`config.mk`:
```
export PLATFORM = sky130hd
export DESIGN_NAME = step_sequencer
export DESIGN_NICKNAME = d
export VERILOG_FILES = /design/src/rtl/step_pkg.sv /design/src/rtl/step_watchdog.sv /design/src/rtl/step_sequencer.sv
export SDC_FILE = /design/constraint.sdc
export NUM_CORES = 1
export LEC_CHECK = 0
export CORE_MARGIN = 2
export CORE_UTILIZATION = 40
export CTS_BUF_LIST = sky130_fd_sc_hd__clkbuf_8
export DETAILED_ROUTE_END_ITERATION = 12
export GPL_TIMING_DRIVEN = 0
export PLACE_DENSITY = 0.74
export SLEW_MARGIN = 40
export SYNTH_ARGS = -nofsm -noshare
export SYNTH_HDL_FRONTEND = slang
export SYNTH_SLANG_ARGS = --single-unit
```
`constraint.sdc`:
```
create_clock -name clk -period 3.8 [get_ports clk]
set_input_delay 0.57 -clock clk [delete_from_list [all_inputs] [get_ports clk]]
set_output_delay 0.57 -clock clk [all_outputs]
set_load 0.01 [all_outputs]
```
`src/rtl/step_pkg.sv`:
```
// ---------------------------------------------------------------------------
// step_pkg
// Shared definitions for the step controller: the sequencer FSM state
// encoding, the default data width carried through the step chain, and a
// helper that sizes step index fields.
// ---------------------------------------------------------------------------
package step_pkg;

  // Default width of the data word passed from step to step.
  localparam int STEP_DATA_W = 8;

  // Sequencer states: idle, one-cycle start pulse, wait for the step's done.
  typedef enum logic [1:0] {
    S_IDLE  = 2'd0,
    S_ISSUE = 2'd1,
    S_WAIT  = 2'd2
  } step_state_t;

  // Width of a step index field; a single step still needs one bit.
  function automatic int idx_width(input int n);
    return (n > 1) ? $clog2(n) : 1;
  endfunction

endpackage

```
`src/rtl/step_watchdog.sv`:
```
// ---------------------------------------------------------------------------
// step_watchdog
// Per-step wait counter. It is cleared while a step is being started and
// counts every done-less WAIT cycle afterwards. 'expired' is high when the
// current WAIT edge is the TIMEOUT-th consecutive one without an answer.
//
// Ports:
//   clk     - clock, rising edge
//   rst     - asynchronous active-high reset
//   clr     - clear the counter (sequencer is issuing a start)
//   en      - count one done-less WAIT cycle
//   expired - the step has used up its wait budget on this edge
// ---------------------------------------------------------------------------
module step_watchdog #(
  parameter int TIMEOUT = 15
) (
  input  logic clk,
  input  logic rst,
  input  logic clr,
  input  logic en,
  output logic expired
);

  localparam int CNT_W = $clog2(TIMEOUT + 1);

  logic [CNT_W-1:0] cnt_q;
  logic [CNT_W-1:0] cnt_d;

  // Count register.
  always_ff @(posedge clk or posedge rst) begin
    if (rst) begin
      cnt_q <= '0;
    end else begin
      cnt_q <= cnt_d;
    end
  end

  // Clear wins over counting; the counter saturates at TIMEOUT so it can
  // never wrap back to a value that looks like a fresh wait.
  always_comb begin
    cnt_d = cnt_q;
    if (clr) begin
      cnt_d = '0;
    end else if (en && (cnt_q != CNT_W'(TIMEOUT))) begin
      cnt_d = cnt_q + CNT_W'(1);
    end
  end

  // The count holds the number of earlier done-less WAIT edges, so reaching
  // TIMEOUT-1 means this edge is the last one allowed.
  assign expired = (cnt_q >= CNT_W'(TIMEOUT - 1));

endmodule

```
`src/rtl/step_sequencer.sv`:
```
// ---------------------------------------------------------------------------
// step_sequencer
// Initiator side of the step start/done handshake. A job word accepted in
// IDLE is passed through NUM_STEPS step modules in index order: each step
// gets a one-cycle start pulse with the current data, and its output is
// latched as input for the next step once it reports done. After the last
// step the result is presented with a one-cycle valid pulse; a step that
// never answers aborts the job with a one-cycle timeout pulse.
//
// Ports:
//   clk           - clock, rising edge
//   rst           - asynchronous active-high reset
//   run           - job request, accepted only while ready
//   run_data      - job input word, sampled on acceptance
//   ready         - sequencer idle
//   step_start    - one-hot start pulse to step i
//   step_in_data  - data to all steps (registered)
//   step_out_data - step i result in bits [i*DATA_W +: DATA_W]
//   step_done     - step i completion
//   result        - final chain output, held until the next success
//   result_valid  - one-cycle pulse, result updated
//   timeout_err   - one-cycle pulse, a step timed out
//   fail_idx      - index of the timed-out step, held until the next error
// ---------------------------------------------------------------------------
module step_sequencer
  import step_pkg::*;
#(
  parameter int NUM_STEPS = 4,
  parameter int DATA_W    = STEP_DATA_W,
  parameter int TIMEOUT   = 15
) (
  input  logic                              clk,
  input  logic                              rst,
  input  logic                              run,
  input  logic [DATA_W-1:0]                 run_data,
  output logic                              ready,
  output logic [NUM_STEPS-1:0]              step_start,
  output logic [DATA_W-1:0]                 step_in_data,
  input  logic [NUM_STEPS*DATA_W-1:0]       step_out_data,
  input  logic [NUM_STEPS-1:0]              step_done,
  output logic [DATA_W-1:0]                 result,
  output logic                              result_valid,
  output logic                              timeout_err,
  output logic [idx_width(NUM_STEPS)-1:0]   fail_idx
);

  localparam int IDX_W = idx_width(NUM_STEPS);

  step_state_t       state_q, state_d;
  logic [IDX_W-1:0]  idx_q, idx_d;
  logic [DATA_W-1:0] data_q, data_d;
  logic [DATA_W-1:0] result_q, result_d;
  logic              result_valid_q, result_valid_d;
  logic              timeout_err_q, timeout_err_d;
  logic [IDX_W-1:0]  fail_idx_q, fail_idx_d;

  logic [DATA_W-1:0] cur_slice;
  logic              cur_done;
  logic              last_step;
  logic              wd_expired;

  // Wait counter for the step currently being served. It is cleared during
  // ISSUE and only advances on WAIT cycles where the step stays silent.
  step_watchdog #(
    .TIMEOUT (TIMEOUT)
  ) u_watchdog (
    .clk     (clk),
    .rst     (rst),
    .clr     (state_q == S_ISSUE),
    .en      ((state_q == S_WAIT) && !cur_done),
    .expired (wd_expired)
  );

  // Pick out the done bit and output word of the step at idx_q; every other
  // step's done is invisible to the rest of the logic.
  always_comb begin
    cur_slice = '0;
    cur_done  = 1'b0;
    for (int i = 0; i < NUM_STEPS; i++) begin
      if (idx_q == IDX_W'(i)) begin
        cur_slice = step_out_data[i*DATA_W +: DATA_W];
        cur_done  = step_done[i];
      end
    end
  end

  assign last_step = (idx_q == IDX_W'(NUM_STEPS - 1));

  // State and datapath registers. Reset is asynchronous so a job is
  // abandoned immediately and the decoded start pulse drops at once.
  always_ff @(posedge clk or posedge rst) begin
    if (rst) begin
      state_q        <= S_IDLE;
      idx_q          <= '0;
      data_q         <= '0;
      result_q       <= '0;
      result_valid_q <= 1'b0;
      timeout_err_q  <= 1'b0;
      fail_idx_q     <= '0;
    end else begin
      state_q        <= state_d;
      idx_q          <= idx_d;
      data_q         <= data_d;
      result_q       <= result_d;
      result_valid_q <= result_valid_d;
      timeout_err_q  <= timeout_err_d;
      fail_idx_q     <= fail_idx_d;
    end
  end

  // Next-state logic. done is only looked at in WAIT, so a done left over
  // from the previous step during ISSUE cannot advance the chain. A done on
  // the final allowed WAIT edge still counts as success.
  always_comb begin
    state_d = state_q;
    unique case (state_q)
      S_IDLE:  if (run) state_d = S_ISSUE;
      S_ISSUE: state_d = S_WAIT;
      S_WAIT: begin
        if (cur_done) begin
          state_d = last_step ? S_IDLE : S_ISSUE;
        end else if (wd_expired) begin
          state_d = S_IDLE;
        end
      end
      default: state_d = S_IDLE;
    endcase
  end

  // Datapath updates that go with each transition. Data is passed through
  // untouched; a timeout leaves data and result as they were.
  always_comb begin
    idx_d          = idx_q;
    data_d         = data_q;
    result_d       = result_q;
    result_valid_d = 1'b0;
    timeout_err_d  = 1'b0;
    fail_idx_d     = fail_idx_q;
    unique case (state_q)
      S_IDLE: begin
        if (run) begin
          data_d = run_data;
          idx_d  = '0;
        end
      end
      S_WAIT: begin
        if (cur_done) begin
          data_d = cur_slice;
          if (last_step) begin
            result_d       = cur_slice;
            result_valid_d = 1'b1;
          end else begin
            idx_d = idx_q + IDX_W'(1);
          end
        end else if (wd_expired) begin
          timeout_err_d = 1'b1;
          fail_idx_d    = idx_q;
        end
      end
      default: ;
    endcase
  end

  // Outputs decoded straight from registered state and the data register.
  always_comb begin
    ready        = (state_q == S_IDLE);
    step_in_data = data_q;
    step_start   = '0;
    if (state_q == S_ISSUE) begin
      for (int i = 0; i < NUM_STEPS; i++) begin
        if (idx_q == IDX_W'(i)) step_start[i] = 1'b1;
      end
    end
  end

  assign result       = result_q;
  assign result_valid = result_valid_q;
  assign timeout_err  = timeout_err_q;
  assign fail_idx     = fail_idx_q;

endmodule

```
; Word-level counts from Yosys, hierarchy flattened
; Cells that the tools add are included.
[word_totals]
regBits = 28
latchBits = 0
mem_bits_rw = 0
romBits = 0
input_bits = 47
output_inout_bits = 25
word_cells = 66
memories = 0
[classes]
n_addsub = 2
mul = 0
div = 0
magnitude_cmp = 1
eq_ne = 10
shifts = 0
n_mux = 32
bitwise = 1
reduce_logical = 12
[ops]
columns = operator, count
row1 = 8-bit 2-to-1 mux, 6
row2 = 8-bit one-hot mux with 2 select lines, 1
row3 = 1-bit 2-to-1 mux, 14
row4 = 2-bit 2-to-1 mux, 6
row5 = 4-bit 2-to-1 mux, 3
row6 = 3-bit AND reduction, 3
row7 = 2-bit == test (second input constant), 3
row8 = 2-bit inequality test (second input constant), 3
row9 = 2-bit one-hot mux with 3 select lines, 1
row10 = 4-bit by 1-bit adder with 4-bit output (second input constant), 1
row11 = 2-bit by 1-bit == test with 1-bit output (second input constant), 2
row12 = 4-bit greater-or-equal comparator (second input constant), 1
row13 = 2-bit zero test, 2
row14 = 4-bit inequality test (second input constant), 1
row15 = 2-bit one-hot mux with 2 select lines, 1
row16 = 4-bit AND reduction, 1
row17 = 2-bit nonzero test, 2
row18 = 3-bit by 2-bit inequality test with 1-bit output (second input constant), 1
row19 = 2-bit by 1-bit adder with 2-bit output (second input constant), 1
row20 = 1-bit logical AND, 2
row21 = 2-bit AND reduction, 1
row22 = 1-bit zero test, 1
row23 = 1-bit NOT, 1

; Longest topological paths before layout
[depth]
word_depth = 10
depth_mapped = 8
depth_no_buf = 6

; Modules after synthesis
; A second synthesis with hierarchy kept.
[hier_totals]
cells_unflattened = 170
hier_area_um2 = 1737.9
[modules_own_cells]
columns = mod, instances, cells_each, area_each_um2, seq_area_each_um2
row1 = step_sequencer, 1, 146, 1480.2, 600.6
row2 = step_watchdog, 1, 24, 257.7, 100.1

; Least setup slack after synthesis
; No wires, ideal clock.
[synth_path]
path_type = flip-flop to flip-flop
from = register idx_q[0]
to = register data_q[0] (netlist: step_in_data[0])
setup_time_ns = 0.125
arrival_ns = 1.918
required_time_ns = 3.675
path_slack_ns = 1.757
stages_incl_launch_ff = 7
path_buffers = 1
period_less_slack_ns = 2.043
path_cell_list = dfrtp_1 > inv_1 > ha_1 > buf_4 > a221o_2 > a31oi_4 > mux2_2
[synth_between]
elab_chain_len = 7
elab_cells_between_ends = 16
cone_classes = eq/ne: 4 / mux: 10 / reduce/logical: 2
[synth_lines]
columns = element, line_no
row1 = "start, declared", step_sequencer.sv:50  ; logic [IDX_W-1:0] idx_q, idx_d;
row2 = "start signal, assigned", step_sequencer.sv:102  ; idx_q <= idx_d;
row3 = 2-bit zero test, step_sequencer.sv:80  ; if (idx_q == IDX_W'(i)) begin
row4 = 8-bit 2-to-1 mux / 1-bit 2-to-1 mux (equally long branches) (4 in a row), step_sequencer.sv:80
row5 = 8-bit 2-to-1 mux / 2-bit inequality test (equally long branches), n/a
row6 = 8-bit one-hot mux with 2 select lines / 3-bit AND reduction (equally long branches), n/a
row7 = "end signal, assigned", step_sequencer.sv:103  ; data_q <= data_d;
row8 = "end, declared", step_sequencer.sv:51  ; logic [DATA_W-1:0] data_q, data_d;
; Parallel ways exist; a longest one is shown, timed or not. The select of a mux whose other input is x is not followed.
; A chain may end at the register's enable or synchronous reset.

; Worst setup path in the final report
[layout_path]
from = register idx_q[0]
to = output step_start[2]
[layout_between]
elab_chain_len = 3
[layout_lines]
columns = element, line_no
row1 = 2-bit == test, step_sequencer.sv:171  ; if (idx_q == IDX_W'(i)) step_start[i] = 1'b1;
row2 = 1-bit 2-to-1 mux, step_sequencer.sv:171
row3 = 4-bit 2-to-1 mux, step_sequencer.sv:169  ; if (state_q == S_ISSUE) begin
row4 = "end, declared", step_sequencer.sv:37  ; output logic [NUM_STEPS-1:0] step_start,
; Every way passes these cells.

==> impl_results.md <==
* Total Wirelength at between 4 and 5 mm
* Placed cell count at 291
* Dpl hpwl at 3.45 mm
* Power density over cell area at 657 nW/um^2
* Die Wd at 69.3 um
* Layout cell share with drive strength beyond 1 at 0.147
* Area occupied by multi-input gates at about 900 sq um
* Worst min path class: reg2reg
* Main area contributors after synthesis: dfrtp_1 (41%), mux2_2 (13%), a21oi_1 (7.3%), a221o_1 (4.7%), ha_1 (4.4%)
* Reg2reg path depth at 7
* Worst-path clk slew at about 0.1 ns
* Max Freq at between 0.3 and 0.4 GHz
* Final min period at 2.89 ns
* Routed via count at 1,557
* Die area at ~4800 sq um
* Remaining DRCs at 0
* Total track usage at 0.197
* Htree depth at 1
* Vias in the first global route at ~1,500
* Congestion Overflow GR at 0
* Tcrit/Tclk final at 0.761
* FF+latch area at 701 sq um
* Asr flop ratio synth at 1.00
* Initial DRC count at just over 80
* Num rows at 23
* Post-CTS Setup Bufs at 0
* I/O pin cnt at 72
* Antenna fix cells at 0
* DR pass1 iterations at 4
* WS Path Type: reg2out
* Worst Setup End Kind: output pin
* Hold path cells at 1
* Top post-synthesis cells by count: dfrtp_1 (28), a21oi_1 (25), mux2_2 (19), inv_1 (15), nor2_1 (11)
* Worst-case clock buffer depth at 2
* Avg Cell Area, Syn at 10.0 sq um
* Place WS at roughly 1.2 ns
* RePlAce Congestion at between 0.8 and 0.9
* Starting Density at 0.420
* Nets@finish at 299
* Distinct cells, synth at 36
* Top_reg_cell synth: dfrtp_1
* Outcome: finished clean
* Leakage at 1.11 nW
* Clock root buffer: clkbuf_8
* Setup total negative slack at 0 ns
* Setup slack after layout at about 0.91 ns
* Dominant cell type by area after synthesis: dfrtp_1
* Crit-path max FO at 10
* Drt via density at approximately 5.3
* Max_cap viols at 0
* Wire length per cell at around 16 um
* Cts hold-fix bufs at 0
* WP data arrival at between 2 and 2.5 ns
* Clk_skew at ~0.0086 ns
* RSZ-0062 raised after global routing: false
* Clk sinks at 28
* Top-count cell post-synth: dfrtp_1
* Critical Path RT at between 3 and 4 ns
* First-pass GRT wire length at 7.71 mm
* VDD IR max at ~0.38 mV
* Hold Vio Cnt, Final at 0
* Initial antenna violation count at 0
* Area Overhead vs Synth at 48.6%
* Fillers at between 300 and 400
* Startpoint types: flop
* Slew Limit Fails at 0
* Post-synth EDFFs at 0
* Largest net degree at the start of global routing at 29
* Register area share after synthesis at 0.411
* Final core utilization at 0.624
* Mapped Nets at roughly 220
* Yosys Warn Count at 0
* Relative slew slack at 0.561
* Synthesized cell area at about 1700 sq um
* Cells after Synth at 170
* CTS Buf Count at 3
* Final setup vio count at 0
* IO buf count at 71
* Final ANT Viol Nets at 0
* TritonCTS clock tree: yes
* FF+latch count, synth at 28
* Non-filler cells, final at around 300
* Die H at approximately 69 um
* Worst-Margin Slew at 0.654 ns
* Area share of the largest cell type after synthesis at 0.411
* Post-CTS Resized at 0
* Core Area at between 4000 and 5000 sq um
* Clock Latency Late Sink at roughly 0.28 ns
-- metal layers --
layer,share of wire,GRT usage
met1,0.47,0.281
met2,0.47,0.315
met3,0.064,0.0465
met4,0.0030,0.0196
met5,0,0
-- kinds of logic (layout without fill, tap and decap cells) --
| group | after synthesis | count (layout) | share of synthesized area |
|---|---|---|---|
| compound gates | 45 | 45 | 0.189 |
| fa+ha+maj | 6 | 6 | 0.0440 |
| buf+inv | 25 | 100 | 0.0682 |
| flops | 28 | 28 | 0.411 |
| mux | 21 | 21 | 0.137 |
| simple gates | 45 | 45 | 0.150 |
-- through the flow --
step / cell area (sq um) / hold WS (ns) / power [mW]
final: 2530 / 0.513 / 1.67
after global placement: 2480 / 0.487 / 1.47
after detailed placement: 2480 / 0.493 / 1.49
after floorplan: 1710 / 0.480 / 1.12
after CTS: 2530 / 0.516 / 1.67
after global routing: 2530 / 0.531 / 1.80
-- final cells by class --
cell class                      count  area share
Multi-Input combinational cell    117       0.351
Inverter                           15      0.0222
Buffer                             10      0.0237
Sequential cell                    28       0.277
Clock buffer                        4      0.0217
Timing Repair Buffer               71       0.280
Tap cell                           50      0.0247
-- registers in the layout (all words and copies together) (netlist names) --
register          count
fail_idx              2
u_watchdog.cnt_q      4
state_q               2
idx_q                 2
timeout_err           1
result                8
step_in_data          8
result_valid          1
-- power by group --
| group | internal (mW) | switching, mW | total, mW | leakage (nW) |
|---|---|---|---|---|
| clock | 0.0928 | 0.0970 | 0.190 | 0.0288 |
| combinational | 0.530 | 0.475 | 1.01 | 0.712 |
| sequential | 0.400 | 0.0702 | 0.470 | 0.365 |
-- final timing paths --
check | startpoint | to | slack (ns)
max | idx_q[0] | step_start[2] | 0.91
min | result[0] | result[0] | 0.51
max reg2reg | idx_q[0] | step_in_data[5] | 1.45
min reg2reg | result[0] | result[0] | 0.51
max in group asynchronous | rst | u_watchdog.cnt_q[2] | 2.73
min in group asynchronous | rst | idx_q[0] | 0.68
-- cells in the final DEF, fill, tap and decap left out, drive strengths merged, types with 4 or more instances in the layout --
cell type and instances:
dfrtp 28, nand3b 9, inv 15, nor2 11, and2 4, nand2 7, ha 6, clkbuf 8
clkdlybuf4s50 71, mux2 19, a21oi 25, buf 6, a221o 9
-- critical path, cell delays in order, from the launching register on --
cell and delay (ns):
dfrtp_1 0.47, inv_1 0.11, ha_1 0.18, buf_4 0.18
clkbuf_1 0.38, and2_1 0.19, clkdlybuf4s50_1 0.53
Note: power is estimated with default switching activity, not from simulation.
